## config.mk

```make
export PLATFORM = sky130hd
export DESIGN_NAME = scarf_sram_arbiter
export DESIGN_NICKNAME = d
export VERILOG_FILES = /design/src/rtl/scarf_sram_pkg.sv /design/src/rtl/sram_rr_arb.sv /design/src/rtl/scarf_sram_arbiter.sv
export SDC_FILE = /design/constraint.sdc
export NUM_CORES = 1
export LEC_CHECK = 0
export BUFFER_PORTS_ARGS = -buffer_cell sky130_fd_sc_hd__buf_2
export CORE_MARGIN = 2
export CORE_UTILIZATION = 42
export CTS_BUF_LIST = sky130_fd_sc_hd__clkbuf_2
export DETAILED_ROUTE_END_ITERATION = 7
export GPL_TIMING_DRIVEN = 0
export PLACE_DENSITY = 0.89
export SLEW_MARGIN = 20
export SYNTH_ARGS = -nofsm -noshare
export SYNTH_HDL_FRONTEND = slang
export SYNTH_SLANG_ARGS = --single-unit
```

## constraint.sdc

```tcl
create_clock -name clk -period 1.7 [get_ports clk]
set_input_delay 0.34 -clock clk [delete_from_list [all_inputs] [get_ports clk]]
set_output_delay 0.34 -clock clk [all_outputs]
set_load 0.03 [all_outputs]
```

## src/rtl/scarf_sram_pkg.sv

```systemverilog
// Shared types and defaults for the SCARF SRAM arbiter.
package scarf_sram_pkg;

    localparam int ADDR_W_DEF = 19;

    typedef enum logic [1:0] {
        IDLE,
        SETUP,
        ACCESS,
        HOLD
    } state_t;

    typedef enum logic [1:0] {
        OWN_PG,
        OWN_CAP,
        OWN_HOST
    } owner_t;

endpackage

```

## src/rtl/sram_rr_arb.sv

```systemverilog
// Requester picker: pattern generator has absolute priority, capture and host
// share the remaining slots round-robin. Winner vector bit order is {host, cap, pg}.
module sram_rr_arb
    import scarf_sram_pkg::*;
(
    input  logic       clk,
    input  logic       rst_n,
    input  logic       en_i,
    input  logic       pg_lock_i,
    input  logic       pg_req_i,
    input  logic       cap_req_i,
    input  logic       host_req_i,
    output logic [2:0] win_o,
    output logic       valid_o
);

    owner_t rr_last_q;
    owner_t rr_last_d;

    always_comb begin
        win_o     = 3'b000;
        rr_last_d = rr_last_q;
        if (pg_req_i) begin
            win_o[0] = 1'b1;
        end else if (!pg_lock_i) begin
            if (cap_req_i && host_req_i) begin
                // Tie goes to whichever of cap/host did not win last time
                if (rr_last_q == OWN_HOST) begin
                    win_o[1] = 1'b1;
                end else begin
                    win_o[2] = 1'b1;
                end
            end else if (cap_req_i) begin
                win_o[1] = 1'b1;
            end else if (host_req_i) begin
                win_o[2] = 1'b1;
            end
        end
        valid_o = |win_o;
        if (en_i && win_o[1]) begin
            rr_last_d = OWN_CAP;
        end
        if (en_i && win_o[2]) begin
            rr_last_d = OWN_HOST;
        end
    end

    always_ff @(posedge clk or negedge rst_n) begin
        if (!rst_n) begin
            rr_last_q <= OWN_HOST;
        end else begin
            rr_last_q <= rr_last_d;
        end
    end

endmodule

```

## src/rtl/scarf_sram_arbiter.sv

```systemverilog
// Time-shares the single async SRAM port between pattern generator, capture
// and SCARF host; all pin-facing signals come straight from flops.
module scarf_sram_arbiter
    import scarf_sram_pkg::*;
#(
    parameter int ADDR_W      = ADDR_W_DEF,
    parameter int WAIT_CYCLES = 2
) (
    input  logic              clk,
    input  logic              rst_n,
    input  logic              pg_lock_i,
    input  logic              pg_req_i,
    input  logic [ADDR_W-1:0] pg_addr_i,
    output logic              pg_gnt_o,
    output logic              pg_rvalid_o,
    input  logic              cap_req_i,
    input  logic [ADDR_W-1:0] cap_addr_i,
    input  logic [7:0]        cap_wdata_i,
    output logic              cap_gnt_o,
    input  logic              host_req_i,
    input  logic              host_rnw_i,
    input  logic [ADDR_W-1:0] host_addr_i,
    input  logic [7:0]        host_wdata_i,
    output logic              host_gnt_o,
    output logic              host_rvalid_o,
    output logic [7:0]        rdata_o,
    output logic              busy_o,
    output logic [ADDR_W-1:0] sram_addr_o,
    output logic [7:0]        sram_dq_out_o,
    output logic              sram_dq_oe_o,
    input  logic [7:0]        sram_dq_in_i,
    output logic              sram_ce_n_o,
    output logic              sram_oe_n_o,
    output logic              sram_we_n_o
);

    generate
        if (WAIT_CYCLES < 1 || WAIT_CYCLES > 15) begin : g_bad_wait
            $error("scarf_sram_arbiter: WAIT_CYCLES must be in 1..15");
        end
    endgenerate

    localparam logic [3:0] CNT_LOAD = 4'(WAIT_CYCLES - 1);

    state_t            state_q, state_d;
    logic [3:0]        cnt_q, cnt_d;
    owner_t            own_q, own_d;
    logic              rnw_q, rnw_d;
    logic [ADDR_W-1:0] addr_q, addr_d;
    logic [7:0]        wdata_q, wdata_d;
    logic [7:0]        rdata_q, rdata_d;
    logic              ce_n_q, ce_n_d;
    logic              oe_n_q, oe_n_d;
    logic              we_n_q, we_n_d;
    logic              dq_oe_q, dq_oe_d;
    logic              pg_rvalid_q, pg_rvalid_d;
    logic              host_rvalid_q, host_rvalid_d;

    logic [2:0]        win;
    logic              win_valid;
    logic              in_idle;

    assign in_idle = (state_q == IDLE);

    sram_rr_arb u_arb (
        .clk        (clk),
        .rst_n      (rst_n),
        .en_i       (in_idle),
        .pg_lock_i  (pg_lock_i),
        .pg_req_i   (pg_req_i),
        .cap_req_i  (cap_req_i),
        .host_req_i (host_req_i),
        .win_o      (win),
        .valid_o    (win_valid)
    );

    always_comb begin
        state_d       = state_q;
        cnt_d         = cnt_q;
        own_d         = own_q;
        rnw_d         = rnw_q;
        addr_d        = addr_q;
        wdata_d       = wdata_q;
        rdata_d       = rdata_q;
        pg_rvalid_d   = 1'b0;
        host_rvalid_d = 1'b0;

        case (state_q)
            IDLE: begin
                if (win_valid) begin
                    state_d = SETUP;
                    if (win[0]) begin
                        own_d  = OWN_PG;
                        rnw_d  = 1'b1;
                        addr_d = pg_addr_i;
                    end else if (win[1]) begin
                        own_d   = OWN_CAP;
                        rnw_d   = 1'b0;
                        addr_d  = cap_addr_i;
                        wdata_d = cap_wdata_i;
                    end else begin
                        own_d   = OWN_HOST;
                        rnw_d   = host_rnw_i;
                        addr_d  = host_addr_i;
                        wdata_d = host_wdata_i;
                    end
                end
            end
            SETUP: begin
                state_d = ACCESS;
                cnt_d   = CNT_LOAD;
            end
            ACCESS: begin
                if (cnt_q == 4'd0) begin
                    state_d = HOLD;
                    // Capture while oe_n is still low; rvalid follows in HOLD
                    if (rnw_q) begin
                        rdata_d       = sram_dq_in_i;
                        pg_rvalid_d   = (own_q == OWN_PG);
                        host_rvalid_d = (own_q == OWN_HOST);
                    end
                end else begin
                    cnt_d = cnt_q - 4'd1;
                end
            end
            HOLD: begin
                state_d = IDLE;
            end
            default: begin
                state_d = IDLE;
            end
        endcase

        // Strobes are decoded from the next state so the pins change on the edge
        ce_n_d  = (state_d == IDLE);
        oe_n_d  = !((state_d == ACCESS) && rnw_d);
        we_n_d  = !((state_d == ACCESS) && !rnw_d);
        dq_oe_d = (state_d != IDLE) && !rnw_d;
    end

    always_ff @(posedge clk or negedge rst_n) begin
        if (!rst_n) begin
            state_q       <= IDLE;
            cnt_q         <= 4'd0;
            own_q         <= OWN_HOST;
            rnw_q         <= 1'b1;
            addr_q        <= '0;
            wdata_q       <= 8'h00;
            rdata_q       <= 8'h00;
            ce_n_q        <= 1'b1;
            oe_n_q        <= 1'b1;
            we_n_q        <= 1'b1;
            dq_oe_q       <= 1'b0;
            pg_rvalid_q   <= 1'b0;
            host_rvalid_q <= 1'b0;
        end else begin
            state_q       <= state_d;
            cnt_q         <= cnt_d;
            own_q         <= own_d;
            rnw_q         <= rnw_d;
            addr_q        <= addr_d;
            wdata_q       <= wdata_d;
            rdata_q       <= rdata_d;
            ce_n_q        <= ce_n_d;
            oe_n_q        <= oe_n_d;
            we_n_q        <= we_n_d;
            dq_oe_q       <= dq_oe_d;
            pg_rvalid_q   <= pg_rvalid_d;
            host_rvalid_q <= host_rvalid_d;
        end
    end

    assign pg_gnt_o      = in_idle & win[0];
    assign cap_gnt_o     = in_idle & win[1];
    assign host_gnt_o    = in_idle & win[2];
    assign pg_rvalid_o   = pg_rvalid_q;
    assign host_rvalid_o = host_rvalid_q;
    assign rdata_o       = rdata_q;
    assign busy_o        = !in_idle;
    assign sram_addr_o   = addr_q;
    assign sram_dq_out_o = wdata_q;
    assign sram_dq_oe_o  = dq_oe_q;
    assign sram_ce_n_o   = ce_n_q;
    assign sram_oe_n_o   = oe_n_q;
    assign sram_we_n_o   = we_n_q;

endmodule
```

==> summary.md <==
| Metric | Value |
|---|---|
| Status | finished with violations |
| Failing checks | setup timing |
| H-Tree Level Count | 2 |
| Worst-Margin Slew | 0.658 ns |
| Unrepaired setup endpoints after global routing | true |
| Slew HR | 55.8% |
| Largest net degree at the start of global routing | 53 |
| Finished Cell Area | 3870 um2 |
| Final Total Pwr | 6.88 mW |
| Tightest Hold Check Type | in -> reg |
| Die ar. | 6760 um2 |
| Cells after synthesis | 219 |
| Crit path capture type | output pin |
| Initial antenna violation count | 0 |
| Yosys Warn Count | 0 |
| Slew Limit Fails | 0 |
| Initial Utilization | 43.4% |
| Core Util, Final | 65.4% |
| Register area share after synthesis | 50.9% |
| Die width | 82.2 um |
| Pleak | 1.81 nW |
| Vias per Instance | 5.29 |
| Placed Area | 3370 um2 |
| Worst slack, placed | -0.315 ns |
| Arr. time, crit path | 1.93 ns |
| Final Wtd Congestion | 0.733 |
| CTS Buf Count | 5 |
| Power density cells | 1780 nW/um2 |
| Yosys reg bits | 52 |
| CP required | 1.36 ns |
| Buffers and inverters on the worst path | 4 |
| Commonest non-fill, non-tap cells in the layout | buf_2 (130), dfrtp_1 (46), buf_4 (29), nor3b_1 (20) |
| Root Buffer | clkbuf_2 |
| HPWL Detailed | 5120 um |
| Hold Crit Start | sram_dq_in_i[0] |
| Critical-path top delay cell | dfstp_2 |
| Final net count | 487 |
| CP Launch Type | flop |
| Final period util | 133% |
| CP Class | reg -> out |
| Number of global-route vias before repair | 2,329 |
| Synth Cell Area | 2570 um2 |
| Remaining Overflow, GRT | 0 |
| Most common cell after layout, fill and taps aside | buf_2 |
| Finished Layout Cells | 469 |
| Via count | 2,482 |
| Drt pass-1 iters | 4 |
| Crit path launch | u_arb.rr_last_q[1]$_DFFE_PN1P_ |
| Worst-path maximum fanout | 2 |
| CP most frequent cell | buf_6 |
| Synth-to-Final Area Change | 50.7% |
| CTS tree | done |
| DR iter-0 viols | 106 |
| Max frequency | 441 MHz |
| Peak VDD IR | 0.809 mV |
| Core area | 5920 um2 |
| Clock Latency Late Sink | 0.45 ns |
| Count of final hold-check violations | 0 |
| Die H | 82.2 um |
| # fillers | 456 |
| Synth cell types | 38 |
| CP Cell Sequence | nand2b_4, a2111oi_4, buf_6, buf_12, nand2_8, clkinv_4, buf_6 |
| Routed Antenna Nets | 0 |
| Drt wl/cell | 16.1 um |
| First-pass GRT wire length | 10,800 um |
| Crit-path leading delay family | flip-flops |
| FF-to-FF Start | u_arb.rr_last_q[1]$_DFFE_PN1P_ |
| Final setup margin | -0.567 ns |
| Remaining DRCs | 0 |
| Max_cap viols | 0 |
| Clk_skew | 0.0312 ns |
| Max clock buf depth | 2 |
| Antenna cell count | 0 |
| Synth Net Count | 313 |
| Reg clk slew, reported paths | 0.28 ns |
| Clock sink total | 52 |
| Port Buffer Count | 132 |
| Share of layout cells above drive strength 1 | 56.6% |
| Rows | 28 |
| Fin crit period | 2.27 ns |
| Final setup fails | 32 |
| Final WL | 7570 um |
| CP peak stage delay | 0.63 ns |
| Ports | 133 |
| Dpl cells | 426 |
| Total GRT Usage | 20.9% |
| Avg Inst Size Synth | 11.7 um2 |
final cells by class:
type / instances / area [um2] / share of cell area [%]
sequential: 52 / 1310 / 33.8
clock buffer: 5 / 25.0 / 0.646
inverter: 9 / 41.3 / 1.07
timing repair buffer: 166 / 971 / 25.1
buffer: 14 / 125 / 3.23
clock inverter: 3 / 18.8 / 0.484
tap: 75 / 93.8 / 2.42
multi-input combinational: 145 / 1290 / 33.3
synth_stat cells (all sizes together):
cell type | count | area (um2)
or4 | 1 | 7.51
nand2b | 3 | 26.3
nand2 | 3 | 11.3
dfrtp | 46 | 1150
nand3 | 2 | 10.0
nor2b | 2 | 12.5
a221o | 19 | 190
nor2 | 16 | 65.1
inv | 9 | 33.8
dfstp | 6 | 158
a21o | 3 | 22.5
o22a | 19 | 166
a2111oi | 1 | 27.5
buf | 8 | 63.8
nor3 | 3 | 15.0
mux2 | 8 | 90.1
a311o | 1 | 10.0
nor3b | 21 | 158
o31ai | 2 | 15.0
a211oi | 1 | 7.51
clkbuf | 6 | 22.5
o21a | 1 | 7.51
or3 | 1 | 6.26
o21ba | 1 | 10.0
mux2i | 8 | 80.1
a21oi | 10 | 50.1
o21ai | 8 | 40.0
o2111a | 1 | 11.3
nor4 | 1 | 12.5
ha | 6 | 75.1
and2 | 1 | 6.26
o31a | 1 | 8.76
sequential cells by signal (all words and copies together) (netlist names):
signal,count
u_arb.rr_last_q,2
sram_we_n_o,1
rdata_o,8
sram_addr_o,19
cnt_q,4
pg_rvalid_o,1
own_q,2
sram_ce_n_o,1
sram_oe_n_o,1
sram_dq_out_o,8
rnw_q,1
sram_dq_oe_o,1
host_rvalid_o,1
state_q,2
worst reg2reg max path: cells and delay by family (launching register included):
family / cells / cell delay, ns
multiplexers: 1 / 0.24
AND/OR/NAND/NOR: 1 / 0.07
buffers and inverters: 3 / 0.45
AO/OA/AOI/OAI: 2 / 0.42
flip-flops: 1 / 0.63
power by group:
group	switching, mW	internal, mW	leakage [nW]
sequential	0.349	1.86	0.597
combinational	2.38	1.79	1.19
clock	0.401	0.0949	0.0226
total	3.13	3.75	1.81
per-stage QoR:
step                      TNS (ns)  hold WS [ns]
after detailed placement     -6.10         0.426
after global routing         -6.10        0.0444
after CTS                    -4.81        0.0663
after global placement       -4.26         0.451
after floorplan            -0.0294        0.0444
final                        -3.45        0.0956
final timing paths:
kind	endpoint	slack (ns)	depth (start not counted)
hold / removal	rdata_o[0]$_DFFE_PN0P_	0.1	2
min in group asynchronous	rdata_o[2]$_DFFE_PN0P_	0.42	2
setup reg to reg	sram_dq_out_o[2]$_DFFE_PN0P_	-0.18	7
setup / recovery	cap_gnt_o	-0.57	7
hold reg to reg	host_rvalid_o$_DFF_PN0_	0.49	1
max in group asynchronous	sram_addr_o[9]$_DFFE_PN0P_	0.83	2
kinds of logic (layout without fill, tap and decap cells):
| family | count (synthesis) | count (layout) | synth area share [%] |
|---|---|---|---|
| muxes | 16 | 16 | 6.62 |
| DFF | 52 | 52 | 50.9 |
| and+or+nand+nor | 54 | 55 | 12.8 |
| adders and majority gates | 6 | 6 | 2.92 |
| buffers and inverters | 23 | 197 | 4.67 |
| AOI/OAI and AO/OA | 68 | 68 | 22.0 |
per-layer routing:
metal	part of all wire (%)	GRT usage (%)
met5	0	0
met4	1.2	4.00
met3	5.9	5.00
met2	53	37.0
met1	40	25.9
timing repair:
item	in CTS	in global routing
setup endpoints to repair	45	44
setup buffers	15	16
gates resized for setup	30	31
pin swaps	13	15
hold endpoints to repair	46	0
gates cloned	2	3
hold buffers	1	0
No activity file was read; power rests on OpenSTA's default activity.
